===== src/rtl/pwm_pkg.sv =====
// rtl/pwm_pkg.sv - shared types and width helper for the multi-channel PWM
package pwm_pkg;

  typedef enum logic {PWM_EDGE, PWM_CENTER} pwm_mode_e;
  typedef enum logic {DIR_UP, DIR_DOWN} pwm_dir_e;

  // Counter width for a given range; never narrower than one bit.
  function automatic int ctrlen(input int ctrval);
    return (ctrval > 1) ? $clog2(ctrval) : 1;
  endfunction

endpackage


===== src/rtl/pwm_prescaler.sv =====
// rtl/pwm_prescaler.sv - timebase prescaler producing one tick every prescale+1 enabled cycles
module pwm_prescaler #(
  parameter int PSLEN = 8
) (
  input  logic             clk,
  input  logic             rst_n,
  input  logic             enable,
  input  logic [PSLEN-1:0] prescale,
  output logic             tick
);

  logic [PSLEN-1:0] psc;

  // Compare against the live prescale value so a change lands on the next compare.
  assign tick = enable && (psc == prescale);

  // Prescale count: clear on tick, advance while enabled, hold otherwise.
  always_ff @(posedge clk or negedge rst_n) begin
    if (!rst_n) begin
      psc <= '0;
    end else if (tick) begin
      psc <= '0;
    end else if (enable) begin
      psc <= psc + 1'b1;
    end
  end

endmodule


===== src/rtl/pwm_multi.sv =====
// rtl/pwm_multi.sv - multi-channel PWM with shared timebase and double-buffered duty/period
module pwm_multi
  import pwm_pkg::*;
#(
  parameter  int                NCH        = 4,
  parameter  int                CTRVAL     = 256,
  parameter  int                PSLEN      = 8,
  localparam int                CTRLEN     = ctrlen(CTRVAL),
  parameter  logic [CTRLEN-1:0] PERIOD_RST = CTRLEN'(CTRVAL - 1),
  parameter  logic [NCH-1:0]    INVERT     = '0
) (
  input  logic                  clk,
  input  logic                  rst_n,
  input  logic                  enable,
  input  logic                  mode,
  input  logic [PSLEN-1:0]      prescale,
  input  logic [CTRLEN-1:0]     period_in,
  input  logic                  period_we,
  input  logic [NCH*CTRLEN-1:0] duty_in,
  input  logic [NCH-1:0]        duty_we,
  output logic [CTRLEN-1:0]     counter,
  output logic                  period_tick,
  output logic [NCH-1:0]        pwm_out
);

  logic              tick;
  logic              bnd;
  logic [CTRLEN-1:0] ctr_nxt;
  pwm_dir_e          dir;
  pwm_dir_e          dir_nxt;
  logic [CTRLEN-1:0] period_s;
  logic [CTRLEN-1:0] period_a;
  pwm_mode_e         mode_s;
  pwm_mode_e         mode_a;
  logic [NCH-1:0]    raw;

  pwm_prescaler #(.PSLEN(PSLEN)) u_prescaler (
    .clk      (clk),
    .rst_n    (rst_n),
    .enable   (enable),
    .prescale (prescale),
    .tick     (tick)
  );

  // Next count: edge mode wraps at period; center mode turns around at period and at 0.
  always_comb begin
    ctr_nxt = counter;
    dir_nxt = dir;
    if (mode_a == PWM_EDGE) begin
      ctr_nxt = (counter == period_a) ? '0 : counter + 1'b1;
      dir_nxt = DIR_UP;
    end else if (dir == DIR_UP) begin
      if (counter == period_a) begin
        ctr_nxt = (period_a == '0) ? '0 : counter - 1'b1;
        dir_nxt = DIR_DOWN;
      end else begin
        ctr_nxt = counter + 1'b1;
      end
    end else begin
      ctr_nxt = counter - 1'b1;
    end
  end

  // A boundary is any tick that brings the counter back to zero.
  assign bnd = tick && (ctr_nxt == '0);

  // Timebase counter and direction; every boundary restarts the count going up.
  always_ff @(posedge clk or negedge rst_n) begin
    if (!rst_n) begin
      counter <= '0;
      dir     <= DIR_UP;
    end else if (tick) begin
      counter <= ctr_nxt;
      dir     <= bnd ? DIR_UP : dir_nxt;
    end
  end

  // Period and mode shadows; a write in the boundary cycle goes straight to active.
  always_ff @(posedge clk or negedge rst_n) begin
    if (!rst_n) begin
      period_s <= PERIOD_RST;
      period_a <= PERIOD_RST;
      mode_s   <= PWM_EDGE;
      mode_a   <= PWM_EDGE;
    end else begin
      if (period_we) begin
        period_s <= period_in;
        mode_s   <= pwm_mode_e'(mode);
      end
      if (bnd) begin
        period_a <= period_we ? period_in : period_s;
        mode_a   <= period_we ? pwm_mode_e'(mode) : mode_s;
      end
    end
  end

  for (genvar i = 0; i < NCH; i++) begin : g_ch
    logic [CTRLEN-1:0] duty_wr;
    logic [CTRLEN-1:0] duty_s;
    logic [CTRLEN-1:0] duty_a;

    assign duty_wr = duty_in[i*CTRLEN +: CTRLEN];

    // Per-channel duty shadow, promoted to active only at a boundary.
    always_ff @(posedge clk or negedge rst_n) begin
      if (!rst_n) begin
        duty_s <= '0;
        duty_a <= '0;
      end else begin
        if (duty_we[i]) begin
          duty_s <= duty_wr;
        end
        if (bnd) begin
          duty_a <= duty_we[i] ? duty_wr : duty_s;
        end
      end
    end

    assign raw[i] = counter < duty_a;
  end

  // Registered outputs: boundary flag and polarity-adjusted compare results.
  always_ff @(posedge clk or negedge rst_n) begin
    if (!rst_n) begin
      period_tick <= 1'b0;
      pwm_out     <= INVERT;
    end else begin
      period_tick <= bnd;
      pwm_out     <= raw ^ INVERT;
    end
  end

endmodule

===== config.mk =====
export PLATFORM = sky130hd
export DESIGN_NAME = pwm_multi
export DESIGN_NICKNAME = d
export VERILOG_FILES = /design/src/rtl/pwm_pkg.sv /design/src/rtl/pwm_prescaler.sv /design/src/rtl/pwm_multi.sv
export SDC_FILE = /design/constraint.sdc
export NUM_CORES = 1
export LEC_CHECK = 0
export CORE_ASPECT_RATIO = 2
export CORE_MARGIN = 2
export CORE_UTILIZATION = 50
export CTS_CLUSTER_DIAMETER = 50
export CTS_CLUSTER_SIZE = 8
export DETAILED_ROUTE_END_ITERATION = 10
export PLACE_DENSITY = 0.81
export SYNTH_ARGS = -nofsm -noshare
export SYNTH_HDL_FRONTEND = slang
export SYNTH_SLANG_ARGS = --single-unit

===== constraint.sdc =====
create_clock -name clk -period 3.6 [get_ports clk]
set_input_delay 0.54 -clock clk [delete_from_list [all_inputs] [get_ports clk]]
set_output_delay 0.54 -clock clk [all_outputs]
set_load 0.01 [all_outputs]

==> flow_summary.yaml, run 1 <==
synthesis:
  yosysTopAreaCell: "dfrtp_1"
  synth_area_um2: 5520
  async_reset_ff_share_pct: 100
  synth_compound_area_share_pct: 8.17
  synth_top_family_by_area: "multiplexers"
  muxShareOfSynthArea_pct: 20.0
  synth-simple-area-share_pct: 7.96
  synthTopCellsByArea: "dfrtp_1 (40%), mux2_4 (11%), mux2_2 (9.2%)"
  syn_inst: 446
  synthAdderAreaFrac_pct: 7.03
  syn_nets: 534
  syn_avg_cell_area_um2: 12.4
  synth_top_area_share_pct: 39.9
  synth-xor-area-share_pct: 3.97
  ys_seq_area_share_pct: 47.5
  yosys_warnings: 0
  synth_edf_count: 0
  ys_seq_elements: 104
  synth_cell_types: 52
  ys.flop_type: "dfrtp_1"
routing:
  vias: 3598
  routedWlPerCell_um: 17.4
  drt_iter0_drc: 159
  first_pass_iters: 5
  routed_wl_mm: 11.6
  vias_per_cell: 5.39
  drc: 0
  ant_nets: 0
clock_tree:
  clock_latency_ps: 350
  cts-root-buf: "clkbuf_16"
  ctsHoldBuffers: 0
  cts_tree: "built"
  cts-resized-gates: 0
  post_cts_buffers: 0
  htree_levels: 3
  cts_sinks: 104
  cts_buffers: 9
  clock_path_buffers: 2
  clk_pin_slew_worst_paths_ps: 70
placed_design:
  portBuffers: 69
  globalplace.congestion: 0.924
  hpwl_mm: 8.58
  place_ws_ps: 140
  dp_cells: 652
sta:
  hold_violations: 0
  min_period_ps: 3460
  fmax_mhz: 289
  worst_slew_pin_slew_ps: 786
  relSlewSlack_pct: 47.6
  setup_tns_ps: 0
  fin_crit_sh_pct: 96.1
  setup_violations: 0
  rsz0062_at_grt: "no"
  fin_worst_skew_ps: 8.70
  finalMaxSlewViolations: 0
  setup_ws_ps: 140
global_routing:
  grt_max_degree: 62
  grt_overflow_total: 0
  grt_pass1_vias: 3989
  grt.total_usage_pct: 20.7
  antenna_found_initial: 0
  grt_first_pass_wirelength_mm: 19.2
critical_path:
  r2r_cells: 11
  arrival_ps: 3700
  crit_buf_inv: 2
  rr_endpoint: "g_ch[2].duty_a[5]$_DFFE_PN0P_"
  cp_cell_sequence: "inv_1 > ha_1 > or3b_1 > o31a_1 > o21ai_1 > a21o_1 > o21ai_1 > or4b_4 > nor4b_4 > buf_12 > mux2_2"
  startpoint: "counter[0]$_DFFE_PN0P_"
  cp_slowest_cell: "or4b_4"
  slowest_delay_ps: 560
  cp_num_cells: 11
  start_kind: "flip-flop"
  timing.rr.start: "counter[0]$_DFFE_PN0P_"
  crit_type: "flip-flop to flip-flop"
  r2r_slack_ps: 140
  crit_end: "g_ch[2].duty_a[5]$_DFFE_PN0P_"
  critPathTopFamily: "simple AND/OR/NAND/NOR gates"
  cp_max_fo: 42
  cpMostUsedCell: "o21ai_1"
  setup.worst_path.end_class: "flip-flop"
  critPathRequiredTime_ps: 3840
layout:
  multi_input_area_um2: 2600
  diodes: 0
  syn_to_final_growth_pct: 20.7
  fillers: 865
  final_nets: 611
  final-seq-area_um2: 2620
  fin_cells: 668
  drive_gt1_share_pct: 26.3
die:
  die_w_um: 78.3
  die_area_um2: 11900
  core_um2: 10800
  rows: 54
  num_io_pins: 70
  fp.dieH_um: 153
  start_util_pct: 51.0
run_status:
  status: "completed"
power_and_ir_drop:
  ir_drop_mv: 0.283
  power_density_nw_per_um2: 465
  power_leakage_uw: 0.00283
  power_uw: 3090
hold_path:
  hp-class: "primary input to asynchronous set/reset pin"
run:
  maxCapViolCount: 0
## placed cells by master (no fill, tap or decap), drive strengths merged, types with 7 or more instances in the layout
cell / instances
mux2: 84
xor2: 14
buf: 16
clkbuf: 11
nand2: 22
dfstp: 16
nor2: 21
a21oi: 13
inv: 38
dfrtp: 88
clkdlybuf4s50: 68
a21o: 14
xnor2: 11
ha: 31
o21ai: 14
nand3: 7
## metal layers
metal	track usage, %	wire, um	part of all wire, %
met1	23.0	4380	38
met2	37.4	6500	56
met3	3.85	385	3.3
met4	9.77	364	3.1
met5	0	0	0
## synthesized netlist by cell type (2+ instances only)
cell type,instances
mux2_4,39
clkbuf_1,5
a21o_1,14
nor2b_1,4
nand4_1,5
xor2_1,14
inv_1,35
nor4_1,4
o221ai_1,3
nand3_1,7
o211ai_1,3
a31oi_1,2
buf_6,10
dfstp_2,16
dfrtp_1,88
o21ai_1,2
mux2_2,45
and3_1,2
nor3_1,4
nand2_1,22
nand2b_1,5
nor2_1,21
a21oi_1,13
ha_1,31
o2bb2ai_1,4
o21ai_0,11
clkbuf_8,2
xnor2_1,11
## power by group
group	total, uW	internal [uW]	switching [uW]
clock network	1000	561	442
registers	1350	1270	77.4
logic	744	363	380
## worst min path at each step
stage / to / slack [ps] / depth (start not counted)
floorplan: counter[0]$_DFFE_PN0P_ / 240 / 0
global placement: g_ch[3].duty_s[5]$_DFF_PN0_ / 480 / 1
detailed placement: g_ch[1].duty_s[7]$_DFF_PN0_ / 490 / 1
CTS: mode_s$_DFF_PN0_ / 290 / 1
global route: mode_s$_DFF_PN0_ / 320 / 1
finish: mode_s$_DFF_PN0_ / 260 / 1
## area by class of cell
type,count,share of cell area (%)
clock buffers,11,4.13
inverters,35,1.97
clock inverters,5,0.620
repair buffers,84,12.2
multi-input cells,289,39.0
well taps,140,2.63
flip-flops and latches,104,39.4
## cell families after synthesis
group                    count (synthesis)
adder cells (fa/ha/maj)                 31
AO/OA/AOI/OAI                           66
XOR/XNOR                                25
flip-flops                             104
multiplexers                            85
AND/OR/NAND/NOR                         82
buffers and inverters                   53
## sequential cells by signal, indices dropped and copies added (netlist names)
register	flops
mode_s	1
g_ch.duty_s	32
period_tick	1
period_a	8
pwm_out	4
g_ch.duty_a	32
counter	8
u_prescaler.psc	8
mode_a	1
dir	1
period_s	8
## stage by stage
step | utilization (%) | hold slack, ps | cell area [um^2]
6_report | 61.6 | 258 | 6660
5_1_grt | 61.6 | 315 | 6660
4_1_cts | 61.6 | 290 | 6660
3_5_place_dp | 58.7 | 485 | 6340
3_3_place_gp | 58.7 | 481 | 6340
2_1_floorplan | - | 244 | 5520
Power figures use the tool's default switching activity.
==> run 2, diff against run 1 <==
--- a/config.mk
+++ b/config.mk
@@ -7,10 +7,11 @@
 export LEC_CHECK = 0
 export CORE_ASPECT_RATIO = 2
 export CORE_MARGIN = 2
-export CORE_UTILIZATION = 50
+export CORE_UTILIZATION = 58
 export CTS_CLUSTER_DIAMETER = 50
 export CTS_CLUSTER_SIZE = 8
 export DETAILED_ROUTE_END_ITERATION = 10
+export DONT_BUFFER_PORTS = 1
 export PLACE_DENSITY = 0.81
 export SYNTH_ARGS = -nofsm -noshare
 export SYNTH_HDL_FRONTEND = slang
==> run 2 against run 1 <==
  * Clock-buffer cell count down 1
  * Highest routed layer unchanged
  * Sequential power about the same
  * Design area down 11%
  * Final cell count down 15%
  * First-iteration DRC count down 7.5%
  * Hold slack worse by 220 ps
  * Worst setup slack better by 110 ps
==> flow_summary.yaml, run 2 (synthesis results as in run 1) <==
run_status:
  status: "completed"
layout:
  largestRegisters: "g_ch.duty_a: 32 flops, g_ch.duty_s: 32 flops"
  final_cell_mix: "dfrtp_1 (88), mux2_2 (45), mux2_4 (39)"
  final_nets: 547
  syn_to_final_growth_pct: 7.28
  mostFrequentLayoutCell: "dfrtp_1"
  diodes: 0
  drive_gt1_share_pct: 30.6
critical_path:
  critPathRequiredTime_ps: 3820
  slowest_delay_ps: 560
  cp_slowest_cell: "or4b_4"
  timing.rr.start: "counter[0]$_DFFE_PN0P_"
  start_kind: "flip-flop"
  crit_type: "flip-flop to flip-flop"
  cpMostUsedCell: "o21ai_1"
  arrival_ps: 3570
  setup.worst_path.end_class: "flip-flop"
  startpoint: "counter[0]$_DFFE_PN0P_"
  cp_cell_sequence: "inv_1 > ha_1 > or3b_1 > o31a_1 > o21ai_1 > a21o_1 > o21ai_1 > or4b_4 > nor4b_4 > buf_4 > mux2_4"
  cp_max_fo: 16
sta:
  fmax_mhz: 298
  setup_tns_ps: 0
  rsz0062_at_grt: "no"
  relSlewSlack_pct: 57.4
  worst_slew_pin_slew_ps: 633
  setup_ws_ps: 250
  finalMaxSlewViolations: 0
  min_period_ps: 3350
  hold_violations: 0
  fin_crit_sh_pct: 93.1
  fin_worst_skew_ps: 6.36
  setup_violations: 0
power_and_ir_drop:
  ir_drop_mv: 0.364
  power.net_switching_uw: 834
  power_leakage_uw: 0.00256
  power_density_nw_per_um2: 484
  p_int_uw: 2030
  clockPowerShare_pct: 30.6
  pwr-share-seq_pct: 47.0
  pwr-share-comb_pct: 22.4
  netSwitchingFraction_pct: 29.1
clock_tree:
  post_cts_buffers: 0
  cts_buffers: 9
  cts-root-buf: "clkbuf_16"
  htree_levels: 3
  clock_path_buffers: 2
  cts_tree: "built"
  cts_sinks: 104
  clock_latency_ps: 340
  clk_pin_slew_worst_paths_ps: 70
global_routing:
  antenna_found_initial: 0
  grt_pass1_vias: 3680
  grt_first_pass_wirelength_mm: 18.1
  grt.total_usage_pct: 22.9
  grt_overflow_total: 0
  grt_max_degree: 89
die:
  die_area_um2: 10400
  num_io_pins: 70
  start_util_pct: 59.2
  rows: 50
  die_w_um: 73.0
  core_um2: 9320
  fp.dieH_um: 142
routing:
  ant_nets: 0
  routedWlPerCell_um: 19.1
  wl_met2_mm: 5.97
  drc: 0
  wl_met3_um: 480
  first_pass_iters: 5
  vias_per_cell: 5.89
  wl_met1_mm: 4.14
  vias: 3346
  drt_iter0_drc: 147
  routed_wl_mm: 10.8
  top_layer: "met4"
run:
  maxCapViolCount: 0
placed_design:
  globalplace.congestion: 0.864
  hpwl_mm: 7.84
  place_ws_ps: 262
  portBuffers: 0
hold_path:
  hp-class: "primary input to asynchronous set/reset pin"
## run 2: worst max-delay path: cells and delay by family (launching register included)
family | cells | cell delay (ps)
simple gates | 3 | 1220
compound gates | 4 | 640
buf+inv | 2 | 450
flops | 1 | 370
mux | 1 | 340
fa+ha+maj | 1 | 220
## run 2: power groups by stage
stage          Combinational (uW)  Sequential [uW]  Clock (uW)
3_3_place_gp                  598             1360           0
2_1_floorplan                 456             1380           0
6_report                      642             1350         875
4_1_cts                       649             1350         894
5_1_grt                       725             1360         945
3_5_place_dp                  617             1370           0
## run 2: final timing paths
check	cells after the start	endpoint	slack, ps
min in group clk	1	u_prescaler.psc[1]$_DFFE_PN0P_	300
worst min-delay path	0	period_a[1]$_DFFE_PN1P_	40
worst max-delay path	11	g_ch[3].duty_a[7]$_DFFE_PN0P_	250
max in group asynchronous	1	counter[7]$_DFFE_PN0P_	3160
worst min register to register	1	g_ch[1].duty_s[1]$_DFF_PN0_	500
worst max register to register	11	g_ch[3].duty_a[7]$_DFFE_PN0P_	250
## run 2: layout make-up
| class | count | area [um^2] |
|---|---|---|
| Tap cell | 104 | 130 |
| Sequential cell | 104 | 2620 |
| Clock inverter | 6 | 36.3 |
| Clock buffer | 10 | 229 |
| Timing Repair Buffer | 20 | 170 |
| Multi-Input combinational cell | 289 | 2600 |
| Fill cell | 733 | 3400 |
| Inverter | 35 | 131 |
## run 2: timing repair
action / in CTS / in global routing
endpoints found under the hold margin: 88 / 0
hold buffers: 1 / 0
gates resized for setup: 0 / 0
## run 2: routing by layer
metal	vias up	track usage [%]
li1	1584	-
met1	1659	25.8
met2	87	40.5
met3	16	5.04
met4	0	9.94
met5	-	0
## run 2: per-stage QoR
step	utilization (%)	instances	area (um^2)	hold WS [ps]	total power, uW
6_report	63.5	568	5920	40.0	2860
5_1_grt	63.5	568	5920	20.4	3030
4_1_cts	63.5	568	5920	29.8	2890
3_5_place_dp	60.3	551	5630	248	1980
3_3_place_gp	60.3	551	5630	248	1960
2_1_floorplan	-	446	5520	244	1830
==> run 3, diff against run 2 <==
--- a/config.mk
+++ b/config.mk
@@ -5,6 +5,7 @@
 export SDC_FILE = /design/constraint.sdc
 export NUM_CORES = 1
 export LEC_CHECK = 0
+export CAP_MARGIN = 20
 export CORE_ASPECT_RATIO = 2
 export CORE_MARGIN = 2
 export CORE_UTILIZATION = 58
==> results of run 3 <==
Same layout as run 2: the final DEF is identical, and so are final timing and power.
==> RTL edit 1 (config.mk and constraints of run 1) <==
Reset style: synchronous (`rst_n`), changed in 5 clocked blocks.
--- a/src/rtl/pwm_prescaler.sv
+++ b/src/rtl/pwm_prescaler.sv
@@ -15,7 +15,7 @@
   assign tick = enable && (psc == prescale);
 
   // Prescale count: clear on tick, advance while enabled, hold otherwise.
-  always_ff @(posedge clk or negedge rst_n) begin
+  always_ff @(posedge clk) begin
     if (!rst_n) begin
       psc <= '0;
     end else if (tick) begin
--- a/src/rtl/pwm_multi.sv
+++ b/src/rtl/pwm_multi.sv
@@ -65,7 +65,7 @@
   assign bnd = tick && (ctr_nxt == '0);
 
   // Timebase counter and direction; every boundary restarts the count going up.
-  always_ff @(posedge clk or negedge rst_n) begin
+  always_ff @(posedge clk) begin
     if (!rst_n) begin
       counter <= '0;
       dir     <= DIR_UP;
@@ -76,7 +76,7 @@
   end
 
   // Period and mode shadows; a write in the boundary cycle goes straight to active.
-  always_ff @(posedge clk or negedge rst_n) begin
+  always_ff @(posedge clk) begin
     if (!rst_n) begin
       period_s <= PERIOD_RST;
       period_a <= PERIOD_RST;
@@ -102,7 +102,7 @@
     assign duty_wr = duty_in[i*CTRLEN +: CTRLEN];
 
     // Per-channel duty shadow, promoted to active only at a boundary.
-    always_ff @(posedge clk or negedge rst_n) begin
+    always_ff @(posedge clk) begin
       if (!rst_n) begin
         duty_s <= '0;
         duty_a <= '0;
@@ -120,7 +120,7 @@
   end
 
   // Registered outputs: boundary flag and polarity-adjusted compare results.
-  always_ff @(posedge clk or negedge rst_n) begin
+  always_ff @(posedge clk) begin
     if (!rst_n) begin
       period_tick <= 1'b0;
       pwm_out     <= INVERT;
Formal check against the unedited RTL: differs if rst_n is asserted again (counterexample within 4 cycles, from zero or initial values and one cycle with rst_n low); with rst_n held inactive, the same outputs for 10 cycles.
==> RTL edit 1 against run 1 <==
Critical path depth decreased by 2; synthesized area decreased by 3.2%; core utilization is 0.87 points higher; wire length up 6.5%; final area down 1.7%; sequential cell count did not move; maximum frequency rose by 0.74%; worst setup slack improved by 0.025 ns; first-iteration DRC count is 81% higher; die area fell by 3.1%.
Power is not compared: it rests on default switching activity, and its combinational part moved more than twofold at a synthesized area within 25%.
==> RTL edit 1: results (changes against run 1) <==
[outcome]
outcome = finished, final reports clean

[final_layout]
drive_above_1_share_pct = 14.1  ; -12 points
nets = 706  ; +16%
reg_top3 = g_ch.duty_a: 32 flops, g_ch.duty_s: 32 flops

[drt]
wirelength_um = 12400  ; +6.5%
drt-wirelength-per-cell_um = 16.3  ; -6.4%
viasPerCell = 5.44  ; +1.1%
drt_iter0_markers = 288  ; +81%
wl_met3_um = 474  ; +23%
met2_length_um = 6850  ; +5.3%
met1_length_um = 4650  ; +6.3%
drt_first_pass_iters = 5  ; unchanged

[synthesis]
synthArstFlopShare_pct = 0  ; -100 points
syn_nets = 636  ; +19%
synthTopCellsByArea = dfxtp_1, mux2_4, mux2i_1, ha_1, nor2_1
ys_types = 48  ; -7.7%
synth_commonest_cells = dfxtp_1, nor2_1, mux2i_1, mux2_4, inv_1
syn-instance-count = 548  ; +23%
synthAdderAreaFrac_pct = 7.27  ; +0.23 points
synth_compound_area_share_pct = 8.48  ; +0.32 points
synth-seq-area-share_pct = 39.0  ; -8.5 points
muxShareOfSynthArea_pct = 19.9  ; -0.085 points
synthXorXnorAreaFrac_pct = 4.43  ; +0.46 points
synth-main-ff-cell = dfxtp_1

[critical_path]
crit-reg2reg-launch = period_a[1]
cpMaxStageDelayCell = or4b_2
timing.rr.end = g_ch[0].duty_a[0]
worstRegToRegCells = 9  ; -2
cp_max_fo = 15  ; -64%
r2r_setup_slack_ns = 0.17  ; +0.03 ns
slowest_delay_ns = 0.70  ; +0.14 ns
critical_path_arrival_ns = 3.67  ; -0.03 ns

[global_route]
grt_pass1_vias = 4399  ; +10%
grt_use_met1_pct = 23.3  ; +0.36 points
grt_start_max_net_pins = 32  ; -48%
grtUsageTotal_pct = 22.4  ; +1.6 points
grt_pass1_wl_um = 20500  ; +6.7%
use_met2_pct = 42.1  ; +4.7 points
grtUsageMet3_pct = 4.02  ; +0.17 points

[clocking]
path_clk_slew_ns = 0.07  ; about the same
cts_resized = 0  ; unchanged
post_cts_buffers = 0  ; unchanged

[place]
finalWeightedCongestion = 0.939  ; +1.6%
post_dp_cell_area_um2 = 6210  ; -2.0%
pre_cts_ws_ns = 0.160  ; +0.0198 ns
hpwl_um = 9110  ; +6.2%
dp_cells = 744  ; +14%

[timing]
relSlewSlack_pct = 46.7  ; -0.84 points
min_period_over_period_pct = 95.4  ; -0.70 points
finClkSkew_ns = 0.0116  ; +0.00292 ns
fin_hold_ws_ns = 0.472  ; +0.213 ns

[pwr]
p_int_mw = 1.89
p_leak_nw = 2.75

[hold_path]
worstHoldPathCells = 2
hold_path.class = reg2reg
hold_path_end = period_s[2]

-- RTL edit 1: worst reg2reg max path, delay by kind of cell, from the launching register on --
| family | cells | cell delay [ns] |
|---|---|---|
| DFF | 1 | 0.36 |
| AOI/OAI and AO/OA | 3 | 0.69 |
| buffers and inverters | 1 | 0.27 |
| and+or+nand+nor | 4 | 1.68 |
| muxes | 1 | 0.33 |
-- RTL edit 1: area by class of cell --
| type | count | area [um2] |
|---|---|---|
| inverters | 34 | 128 |
| clock inverters | 7 | 104 |
| well taps | 137 | 171 |
| fillers | 917 | 3930 |
| clock buffers | 9 | 225 |
| flip-flops and latches | 104 | 2080 |
| multi-input cells | 380 | 2980 |
| repair buffers | 89 | 853 |
-- RTL edit 1: kinds of logic after synthesis --
family	Yosys count
and+or+nand+nor	178
DFF	104
muxes	86
buffers and inverters	64
AOI/OAI and AO/OA	58
adders and majority gates	31
xor gates and xnor gates	27
==> RTL edit 2 (settings of run 1) <==
Without the edit above. `INVERT`: '0 -> 1.
--- a/src/rtl/pwm_multi.sv
+++ b/src/rtl/pwm_multi.sv
@@ -7,7 +7,7 @@
   parameter  int                PSLEN      = 8,
   localparam int                CTRLEN     = ctrlen(CTRVAL),
   parameter  logic [CTRLEN-1:0] PERIOD_RST = CTRLEN'(CTRVAL - 1),
-  parameter  logic [NCH-1:0]    INVERT     = '0
+  parameter  logic [NCH-1:0]    INVERT     = 1
 ) (
   input  logic                  clk,
   input  logic                  rst_n,
Behaviour: not the same (a bounded check fails within 4 cycles, from zero or initial values and one cycle with rst_n low).
==> RTL edit 2 against run 1 <==
Power grew 7.4%; worst setup slack improved by 0.071 ns; sequential share of layout area is 0.54 points lower; synthesized area rose by 0.25%; wire length is 5.6% higher; sequential cell count unchanged; count of clock-buffer cells in the layout up 1; final area grew 1.4%; critical endpoint is now g_ch[1].duty_a[5]; largest power group unchanged.
==> RTL edit 2: results (changes against run 1) <==
[pwr]
p_clk_share_pct = 29.3  ; -3.1 points
power.switching_mw = 1.01  ; +13%
p_seq_share_pct = 41.7  ; -1.9 points
ir_worst_vdd_mv = 0.304  ; +7.7%
p_leak_nw = 2.85  ; +0.81%

[place]
hpwl_um = 8980  ; +4.6%
post_dp_cell_area_um2 = 6410  ; +1.0%
finalWeightedCongestion = 0.915  ; -0.93%

[global_route]
grt_pass1_wl_um = 20000  ; +3.9%
grtUsageTotal_pct = 21.6  ; +0.88 points

[drt]
drt-wirelength-per-cell_um = 17.9  ; +3.0%

[floorplan]
coreArea_um2 = 10900  ; +0.62%

[critical_path]
critical_path_arrival_ns = 3.62  ; -0.08 ns
r2r_setup_slack_ns = 0.21  ; +0.07 ns

[final_layout]
drive_above_1_share_pct = 26.2  ; -0.087 points
clock_buffers = 12  ; +1
nNonClkInverters = 33  ; -5.7%
nets = 628  ; +2.8%
buffers = 89  ; +6.0%
seqCellArea_um2 = 2620  ; about the same
multi_input_gates = 303  ; +4.8%

[synthesis]
synth_commonest_cells = dfrtp_1, mux2_2, mux2_4, inv_1, ha_1
synth-seq-area-share_pct = 47.4  ; -0.096 points
synthTopCellsByArea = dfrtp_1, mux2_4, mux2_2, dfstp_2, ha_1
synthAdderAreaFrac_pct = 7.01  ; -0.017 points
synth_compound_area_share_pct = 8.33  ; +0.16 points

[timing]
tightest_slew_ns = 0.969  ; +0.183 ns
finClkSkew_ns = 0.0101  ; +0.00142 ns

[outcome]
outcome = finished, final reports clean

==> RTL edit 2: worst min path at each step <==
stage                                 start           endpoint  slack [ns]  depth (start not counted)
after detailed placement  g_ch[1].duty_s[6]  g_ch[1].duty_s[6]        0.49                          1
after floorplan                       rst_n         counter[0]        0.24                          0
final                                 rst_n  g_ch[3].duty_s[2]        0.33                          1
after CTS                             rst_n  g_ch[3].duty_s[2]        0.37                          1
after global placement    g_ch[1].duty_s[0]  g_ch[1].duty_s[0]        0.48                          1
after global routing                  rst_n  g_ch[3].duty_s[2]        0.41                          1
==> RTL edit 2: layer usage <==
metal	GRT usage (%)	wire length, um	vias to the layer above
li1	-	-	1768
met1	23.0	4540	1868
met2	39.3	6740	98
met3	3.85	436	43
met4	11.9	568	0
met5	0	0	-
==> RTL edit 2: metrics by stage <==
step	total power, mW	util (%)
2_1_floorplan	2.02	-
3_3_place_gp	2.33	58.9
3_5_place_dp	2.37	58.9
4_1_cts	3.35	61.6
5_1_grt	3.51	62.1
6_report	3.32	62.1
